File: src/rtl/ov7670_init_pkg.sv
// Shared types and constants for the OV7670 power-up/configuration sequencer.
package ov7670_init_pkg;

    typedef enum logic [3:0] {
        RESET_HOLD = 4'd0,
        SETTLE     = 4'd1,
        FETCH      = 4'd2,
        DECODE     = 4'd3,
        ISSUE      = 4'd4,
        WAIT       = 4'd5,
        DELAY      = 4'd6,
        DONE       = 4'd7,
        ERROR      = 4'd8
    } state_t;

    typedef struct packed {
        logic [7:0] reg_addr;
        logic [7:0] value;
    } rom_entry_t;

    localparam logic [15:0] END_MARKER   = 16'hFFFF;
    localparam logic [7:0]  DELAY_PREFIX = 8'hF0;

    function automatic int max_int(input int a, input int b);
        return (a > b) ? a : b;
    endfunction

endpackage

File: src/rtl/ov7670_init_sequencer.sv
// OV7670 reset/settle sequencing and ROM-driven SCCB register writes with NACK retry.
// Optional watchdog on the write-done wait: define OV7670_INIT_WATCHDOG_EN.
module ov7670_init_sequencer
    import ov7670_init_pkg::*;
#(
    parameter int ROM_ADDR_WIDTH    = 8,
    parameter int RESET_HOLD_CYCLES = 100000,
    parameter int SETTLE_CYCLES     = 1000000,
    parameter int DELAY_UNIT_CYCLES = 100000,
    parameter int MAX_RETRIES       = 3,
    parameter int TIMEOUT_CYCLES    = 50000
) (
    input  logic                      clk_i,
    input  logic                      reset_i,
    input  logic                      start_i,
    output logic [ROM_ADDR_WIDTH-1:0] rom_addr_o,
    input  logic [15:0]               rom_data_i,
    output logic                      cmos_reset_o,
    output logic                      wr_req_o,
    input  logic                      wr_ready_i,
    output logic [7:0]                wr_reg_o,
    output logic [7:0]                wr_data_o,
    input  logic                      wr_done_i,
    input  logic                      wr_nack_i,
    output logic                      busy_o,
    output logic                      done_o,
    output logic                      error_o,
    output logic [ROM_ADDR_WIDTH-1:0] fail_addr_o
);

    // One shared down/up counter covers hold, settle, delay and watchdog windows.
    localparam int CNT_MAX = max_int(max_int(RESET_HOLD_CYCLES, SETTLE_CYCLES),
                                     max_int(255 * DELAY_UNIT_CYCLES, TIMEOUT_CYCLES));
    localparam int CNT_W   = $clog2(CNT_MAX + 1);
    localparam int RTY_W   = (MAX_RETRIES > 0) ? $clog2(MAX_RETRIES + 1) : 1;

    localparam logic [CNT_W-1:0]          HOLD_LAST   = CNT_W'(RESET_HOLD_CYCLES - 1);
    localparam logic [CNT_W-1:0]          SETTLE_LAST = CNT_W'(SETTLE_CYCLES - 1);
    localparam logic [CNT_W-1:0]          UNIT        = CNT_W'(DELAY_UNIT_CYCLES);
    localparam logic [RTY_W-1:0]          RTY_LIM     = RTY_W'(MAX_RETRIES);
    localparam logic [ROM_ADDR_WIDTH-1:0] LAST_ADDR   = '1;

    state_t                    r_state;
    logic [CNT_W-1:0]          r_cnt;
    logic [RTY_W-1:0]          r_retries;
    logic [ROM_ADDR_WIDTH-1:0] r_addr;
    logic [ROM_ADDR_WIDTH-1:0] r_fail_addr;
    logic                      r_cmos_rst;
    logic                      r_wr_req;
    logic [7:0]                r_wr_reg;
    logic [7:0]                r_wr_data;
    logic                      r_busy;
    logic                      r_done;
    logic                      r_error;

    rom_entry_t w_entry;
    logic       w_timeout;
    logic       w_wr_fin;
    logic       w_wr_fail;
    logic       w_advance;

    assign w_entry = rom_entry_t'(rom_data_i);

`ifdef OV7670_INIT_WATCHDOG_EN
    localparam logic [CNT_W-1:0] TMO_LAST = CNT_W'(TIMEOUT_CYCLES - 1);
    assign w_timeout = (r_cnt == TMO_LAST);
`else
    assign w_timeout = 1'b0;
`endif

    // A timeout without a done pulse is handled exactly like a NACK.
    assign w_wr_fin  = wr_done_i | w_timeout;
    assign w_wr_fail = wr_done_i ? wr_nack_i : w_timeout;

    always_comb begin
        w_advance = 1'b0;
        case (r_state)
            DECODE:  w_advance = (rom_data_i != END_MARKER) && (w_entry.reg_addr == DELAY_PREFIX)
                                 && (w_entry.value == 8'h00);
            DELAY:   w_advance = (r_cnt <= CNT_W'(1));
            WAIT:    w_advance = w_wr_fin && !w_wr_fail;
            default: w_advance = 1'b0;
        endcase
    end

    always_ff @(posedge clk_i) begin
        if (!reset_i) begin
            r_state     <= RESET_HOLD;
            r_cnt       <= '0;
            r_retries   <= '0;
            r_addr      <= '0;
            r_fail_addr <= '0;
            r_cmos_rst  <= 1'b0;
            r_wr_req    <= 1'b0;
            r_wr_reg    <= '0;
            r_wr_data   <= '0;
            r_busy      <= 1'b1;
            r_done      <= 1'b0;
            r_error     <= 1'b0;
        end else begin
            case (r_state)
                RESET_HOLD: begin
                    if (r_cnt == HOLD_LAST) begin
                        r_state    <= SETTLE;
                        r_cmos_rst <= 1'b1;
                        r_cnt      <= '0;
                    end else begin
                        r_cnt <= r_cnt + CNT_W'(1);
                    end
                end
                SETTLE: begin
                    if (r_cnt == SETTLE_LAST) begin
                        r_state <= FETCH;
                        r_cnt   <= '0;
                    end else begin
                        r_cnt <= r_cnt + CNT_W'(1);
                    end
                end
                FETCH: r_state <= DECODE;
                DECODE: begin
                    if (rom_data_i == END_MARKER) begin
                        r_state <= DONE;
                        r_busy  <= 1'b0;
                        r_done  <= 1'b1;
                    end else if (w_entry.reg_addr == DELAY_PREFIX) begin
                        if (w_entry.value != 8'h00) begin
                            r_state <= DELAY;
                            r_cnt   <= CNT_W'(w_entry.value) * UNIT;
                        end
                    end else begin
                        r_wr_reg  <= w_entry.reg_addr;
                        r_wr_data <= w_entry.value;
                        r_retries <= '0;
                        r_wr_req  <= 1'b1;
                        r_state   <= ISSUE;
                    end
                end
                ISSUE: begin
                    if (r_wr_req && wr_ready_i) begin
                        r_wr_req <= 1'b0;
                        r_cnt    <= '0;
                        r_state  <= WAIT;
                    end
                end
                WAIT: begin
                    if (w_wr_fin) begin
                        if (w_wr_fail) begin
                            if (r_retries < RTY_LIM) begin
                                r_retries <= r_retries + RTY_W'(1);
                                r_wr_req  <= 1'b1;
                                r_state   <= ISSUE;
                            end else begin
                                r_state     <= ERROR;
                                r_busy      <= 1'b0;
                                r_error     <= 1'b1;
                                r_fail_addr <= r_addr;
                            end
                        end
                    end
`ifdef OV7670_INIT_WATCHDOG_EN
                    else begin
                        r_cnt <= r_cnt + CNT_W'(1);
                    end
`endif
                end
                DELAY: begin
                    if (r_cnt > CNT_W'(1))
                        r_cnt <= r_cnt - CNT_W'(1);
                end
                DONE, ERROR: begin
                    if (start_i) begin
                        r_state    <= RESET_HOLD;
                        r_cmos_rst <= 1'b0;
                        r_cnt      <= '0;
                        r_addr     <= '0;
                        r_retries  <= '0;
                        r_busy     <= 1'b1;
                        r_done     <= 1'b0;
                        r_error    <= 1'b0;
                    end
                end
                default: r_state <= RESET_HOLD;
            endcase

            // Index never wraps: the last slot finishes the sequence.
            if (w_advance) begin
                if (r_addr == LAST_ADDR) begin
                    r_state <= DONE;
                    r_busy  <= 1'b0;
                    r_done  <= 1'b1;
                end else begin
                    r_addr  <= r_addr + ROM_ADDR_WIDTH'(1);
                    r_state <= FETCH;
                end
            end
        end
    end

    // Request drops in the reset cycle itself so the shared SCCB master never latches it.
    assign wr_req_o     = r_wr_req & reset_i;
    assign rom_addr_o   = r_addr;
    assign cmos_reset_o = r_cmos_rst;
    assign wr_reg_o     = r_wr_reg;
    assign wr_data_o    = r_wr_data;
    assign busy_o       = r_busy;
    assign done_o       = r_done;
    assign error_o      = r_error;
    assign fail_addr_o  = r_fail_addr;

endmodule

File: config.mk
export PLATFORM = sky130hd
export DESIGN_NAME = ov7670_init_sequencer
export DESIGN_NICKNAME = d
export VERILOG_FILES = /design/src/rtl/ov7670_init_pkg.sv /design/src/rtl/ov7670_init_sequencer.sv
export SDC_FILE = /design/constraint.sdc
export NUM_CORES = 1
export LEC_CHECK = 0
export ABC_CLOCK_PERIOD_IN_PS = 7300
export BUFFER_PORTS_ARGS = -buffer_cell sky130_fd_sc_hd__buf_2
export CAP_MARGIN = 30
export CORE_UTILIZATION = 60
export CTS_CLUSTER_DIAMETER = 150
export DETAILED_ROUTE_END_ITERATION = 7
export PLACE_DENSITY = 0.81
export SLEW_MARGIN = 20
export SYNTH_ARGS = -nofsm -noshare
export SYNTH_HDL_FRONTEND = slang
export SYNTH_SLANG_ARGS = --single-unit
File: constraint.sdc
create_clock -name clk_i -period 7.3 [get_ports clk_i]
set_input_delay 0.365 -clock clk_i [delete_from_list [all_inputs] [get_ports clk_i]]
set_output_delay 0.365 -clock clk_i [all_outputs]
set_load 0.1 [all_outputs]
Word level (Yosys, flattened, before mapping). Cells that the tools add are included.

Order comparisons: 3. Add/subtract/negate cells: 4. Bitwise logic cells: 4. Reduce and logical (&&, ||, !) cells: 22. Multiplexer cells: 62. Multipliers: 1. Equal/unequal tests: 34.

Operators with widths (number): two-way mux 25 bit (8); one-hot mux 25 bit (6 select lines) (1); two-way mux 4 bit (11); two-way mux 8 bit (4); one-hot mux 4 bit (8 select lines) (1); != test 2 bit, second input constant (13); adder 25 x 1 -> 25 bit, second input constant (1); == test 25 x 17 -> 1 bit, second input constant (1); == test 25 x 20 -> 1 bit, second input constant (1); greater-than comparator 25 x 1 -> 1 bit, second input constant (1); <= comparator 25 x 1 -> 1 bit, second input constant (1); subtractor 25 x 1 -> 25 bit, second input constant (1); two-way mux 1 bit (23); AND reduction 7 bit (3); multiplier 8 x 12 -> 20 bit, second input constant (1); != test 3 bit, second input constant (6); == test 16 bit, second input constant (1); == test 4 x 3 -> 1 bit, second input constant (4); == test 8 bit, second input constant (2); != test 16 bit, second input constant (1); two-way mux 2 bit (6); one-hot mux 1 bit (3 select lines) (3); adder 8 x 1 -> 8 bit, second input constant (1); == test 4 x 2 -> 1 bit, second input constant (2); 23 further kinds (33).

Bits of input ports: 22. Register bits: 68.

Logic depth before layout (Yosys ltp).
Depth after elaboration: 7. Gate-level depth with buffers: 14. Mapped depth without buffers: 14.

Worst setup path before layout. No wires, ideal clock.

Path kind: in2reg. From: input port rom_data_i[2]. To: register r_cnt[24]. Setup slack: 3763 ps. Arrival: 3446 ps. Cell stages on the path: 14. Library setup time: 91 ps. Cell sequence: ha_1 ha_1 inv_1 fa_1 inv_1 fa_1 ha_1 o21ai_0 o211ai_1 nand2_1 o21ai_0 nand2_1 a211o_1 a311oi_1.

Word-level cells in the longest chain between the ends: 5.

Ends and longest elaborated chain: from (decl) (line ov7670_init_sequencer.sv:17) `input logic [15:0] rom_data_i,`; multiplier 8 x 12 -> 20 bit (line ov7670_init_sequencer.sv:128) `r_cnt <= CNT_W'(w_entry.value) * UNIT;`; two-way mux 25 bit (line ov7670_init_sequencer.sv:126) `if (w_entry.value != 8'h00) begin`; two-way mux 25 bit (line ov7670_init_sequencer.sv:125) `end else if (w_entry.reg_addr == DELAY_PREFIX) begin`; two-way mux 25 bit (line ov7670_init_sequencer.sv:121) `if (rom_data_i == END_MARKER) begin`; one-hot mux 25 bit (6 select lines) (line ov7670_init_sequencer.sv:101) `case (r_state)`; to (signal assigned) (line ov7670_init_sequencer.sv:108) `r_cnt <= r_cnt + CNT_W'(1);`; to (signal assigned) (line ov7670_init_sequencer.sv:116) `r_cnt <= r_cnt + CNT_W'(1);`; to (signal assigned) (line ov7670_init_sequencer.sv:128); to (decl) (line ov7670_init_sequencer.sv:44) `logic [CNT_W-1:0] r_cnt;`.

Parallel ways exist; a longest one is shown, timed or not. The select of a mux whose other input is x is not followed. A chain may end at the register's enable or synchronous reset.

Worst setup path in the final report. Same ends and word-level chain as after synthesis.

==> flow_metrics.env <==
export IMPL_outcome="finished, final reports clean"
export IMPL_worst_hold_slack_ns=0.276
export IMPL_worstPathMaxFanout=6
export IMPL_overflow=0
export IMPL_place_ws_ns=3.24
export IMPL_reg2reg_depth=7
export IMPL_via_count=6041
export IMPL_synth_edf_count=0
export IMPL_utilization_pct=66.5
export IMPL_final_cell_mix="77 x nor2_1, 68 x dfxtp_1, 62 x ha_1"
export IMPL_synth_net_count=863
export IMPL_layout_nets=885
export IMPL_hpwl_mm=12.3
export IMPL_die_w_um=102
export IMPL_drt_total_wl_mm=16.9
export IMPL_grt_pass1_wl_mm=27.9
export IMPL_firstDrtPassIters=6
export IMPL_max_clock_path_buffers=2
export IMPL_dominantRegCellSynth="dfxtp_1"
export IMPL_yosys_warnings=0
export IMPL_wl_per_cell_um=18.2
export IMPL_maxSlewViolCount=0
export IMPL_crit_cells=15
export IMPL_syn_to_final_growth_pct=7.95
export IMPL_r2r_start="r_cnt[10]"
export IMPL_critPathLaunchType="input port"
export IMPL_crit_arrival_ns=4.05
export IMPL_cts_sinks=68
export IMPL_worstSetupPathType="input port to flop"
export IMPL_total_leakage_power_nw=2.72
export IMPL_gp_congestion=0.975
export IMPL_die_area_mm2=0.0103
export IMPL_clk_pin_slew_ns=0.08
export IMPL_r2r_slack_ns=3.57
export IMPL_cap_violations=0
export IMPL_drt_iter0_markers=393
export IMPL_grt_pass1_vias=5776
export IMPL_remaining_drc_errors=0
export IMPL_crit_chain="buf_2 -> ha_1 -> ha_1 -> inv_1 -> fa_1 -> inv_1 -> fa_1 -> ha_1 -> o21ai_0 -> o211ai_1 -> nand2_1 -> o21ai_0 -> nand2_1 -> a211o_1 -> a311oi_1"
export IMPL_critPathSlowestCell="fa_1"
export IMPL_fin_crit_ns=3.79
export IMPL_ir_worst_vdd_mv=0.118
export IMPL_coreArea_mm2=0.00968
export IMPL_fin_crit_sh_pct=51.9
export IMPL_relSlewSlack_pct=37.4
export IMPL_grt_max_degree=54
export IMPL_finalPower_w=0.00102
export IMPL_holdPathEnd="wr_reg_o[6]"
export IMPL_crit_buf_inv=3
export IMPL_hold_depth=3
export IMPL_synth_seq_area_share_pct=22.8
export IMPL_cts_inserted_buffers=9
export IMPL_rr_endpoint="r_cnt[3]"
export IMPL_worst_slew_pin_slew_ns=0.932
export IMPL_p_per_area_mw_per_mm2=158
export IMPL_rows=36
export IMPL_num_antenna_cells=0
export IMPL_port_buffers=58
export IMPL_ys_ff_latch=68
export IMPL_synth_cell_types=67
export IMPL_viasPerCell=6.52
export IMPL_syn_avg_cell_area_um2=7.78
export IMPL_pin_count=59
export IMPL_grt_setup_unrepaired="false"
export IMPL_synthCells=767
export IMPL_start_util_pct=61.6
export IMPL_ys_top_cells_by_area="dfxtp_1 23%, ha_1 13%, nor2_1 4.9%"
export IMPL_critPathCaptureType="flop"
export IMPL_cts_root_buffer_cell="clkbuf_8"
export IMPL_max_stage_delay_ns=0.51
export IMPL_clock_latency_ns=0.36
export IMPL_final_common_cell="nor2_1"
export IMPL_min_path_type="input port to flop"
export IMPL_max_freq_ghz=0.264
export IMPL_hold_start="rom_data_i[14]"
export IMPL_ant_nets=0
export IMPL_async_flop_share_pct=0
export IMPL_cts_tree="yes"
export IMPL_synth_top_cell_area_share_pct=22.8
export IMPL_antenna_found_initial=0
export IMPL_setup_slack_ns=3.51
export IMPL_crit_family="adder cells"
export IMPL_cts_setup_buffers=0
export IMPL_cts_hold_fix_buffers=0
export IMPL_fin_worst_skew_ns=0.0146
export IMPL_track_usage_pct=34.3
export IMPL_die_h_um=102
export IMPL_cts_max_level=3
export IMPL_synth_area_leader_cell="dfxtp_1"
export IMPL_final_setup_tns_ns=0
export IMPL_required_ns=7.56
export IMPL_path_common_cell="ha_1"
export IMPL_synthesis_area_mm2=0.00597
export IMPL_drive_gt1_share_pct=11.5
export IMPL_setup_viol=0
export IMPL_hold_viol=0
export IMPL_cts_resized=0
==> area by class of cell <==
class | instances | area [µm²]
multi-input cells | 610 | 4270
fillers | 841 | 3240
flip-flops and latches | 68 | 1360
repair buffers | 63 | 335
well taps | 133 | 166
inverters | 37 | 139
clock buffers | 9 | 124
clock inverters | 6 | 42.5
==> worst min-delay path: stages <==
cell     delay [ns]
buf_2          0.09
mux2i_1        0.06
nor2_1         0.07
==> per-stage QoR <==
step,instances,area [µm²]
after floorplan,767,5970
after global placement,909,6250
after detailed placement,909,6250
after CTS,924,6420
after global routing,926,6440
final,926,6440
==> state kept, by name, indices dropped and copies added (netlist names), 2 cells and up <==
name	flops
fail_addr_o	8
r_cnt	25
r_retries	2
r_state	4
rom_addr_o	8
wr_data_o	8
wr_reg_o	8
==> cells in the mapped netlist, types with 4 or more instances <==
library cell and instances:
a211o_1 6, a211oi_1 6, a21o_1 7, a21oi_1 46
a22oi_1 7, a31oi_1 11, and2_1 9, and3_1 10
and4_1 4, clkbuf_1 47, dfxtp_1 68, fa_1 12
ha_1 62, inv_1 36, mux2i_1 25, nand2_1 60
nand2b_1 6, nand3_1 14, nand3b_1 5, nand4_1 17
nor2_1 78, nor2b_1 4, nor3_1 30, nor3b_1 5
nor4_1 13, o211ai_1 10, o21ai_0 51, o22ai_1 5
o31a_1 4, o32ai_1 4, or3_1 8, or4_1 10
or4b_2 4, xnor2_1 11, xor2_1 15
==> power breakdown <==
part,internal (W),switching (W),total [W]
sequential,0.000373,0.00000590,0.000379
combinational,0.000146,0.000217,0.000363
clock,0.000121,0.000156,0.000277
==> kinds of logic after synthesis <==
family	count (synthesis)	share of synthesized area (%)
multiplexers	26	4.38
AND/OR/NAND/NOR	290	25.1
flip-flops	68	22.8
XOR/XNOR	26	3.82
adder cells (fa/ha/maj)	74	17.0
AO/OA/AOI/OAI	194	21.1
buffers and inverters	89	5.79
==> how the worst max path moves through the flow <==
stage | from | endpoint | slack, ns
6_report | rom_data_i[2] | r_cnt[24] | 3.51
2_1_floorplan | rom_data_i[2] | r_cnt[24] | 3.76
5_1_grt | rom_data_i[2] | r_cnt[24] | 3.24
3_3_place_gp | rom_data_i[2] | r_cnt[24] | 3.38
3_5_place_dp | rom_data_i[2] | r_cnt[24] | 3.24
4_1_cts | rom_data_i[2] | r_cnt[24] | 3.58
==> metal layers <==
metal / GRT usage [%] / vias up / routed length (µm)
met5: 0 / - / 0
met4: 16.4 / 0 / 547
met3: 6.49 / 43 / 1320
met2: 55.6 / 288 / 7880
met1: 43.9 / 2852 / 7140
li1: - / 2858 / -
Note: power is estimated with default switching activity, not from simulation.
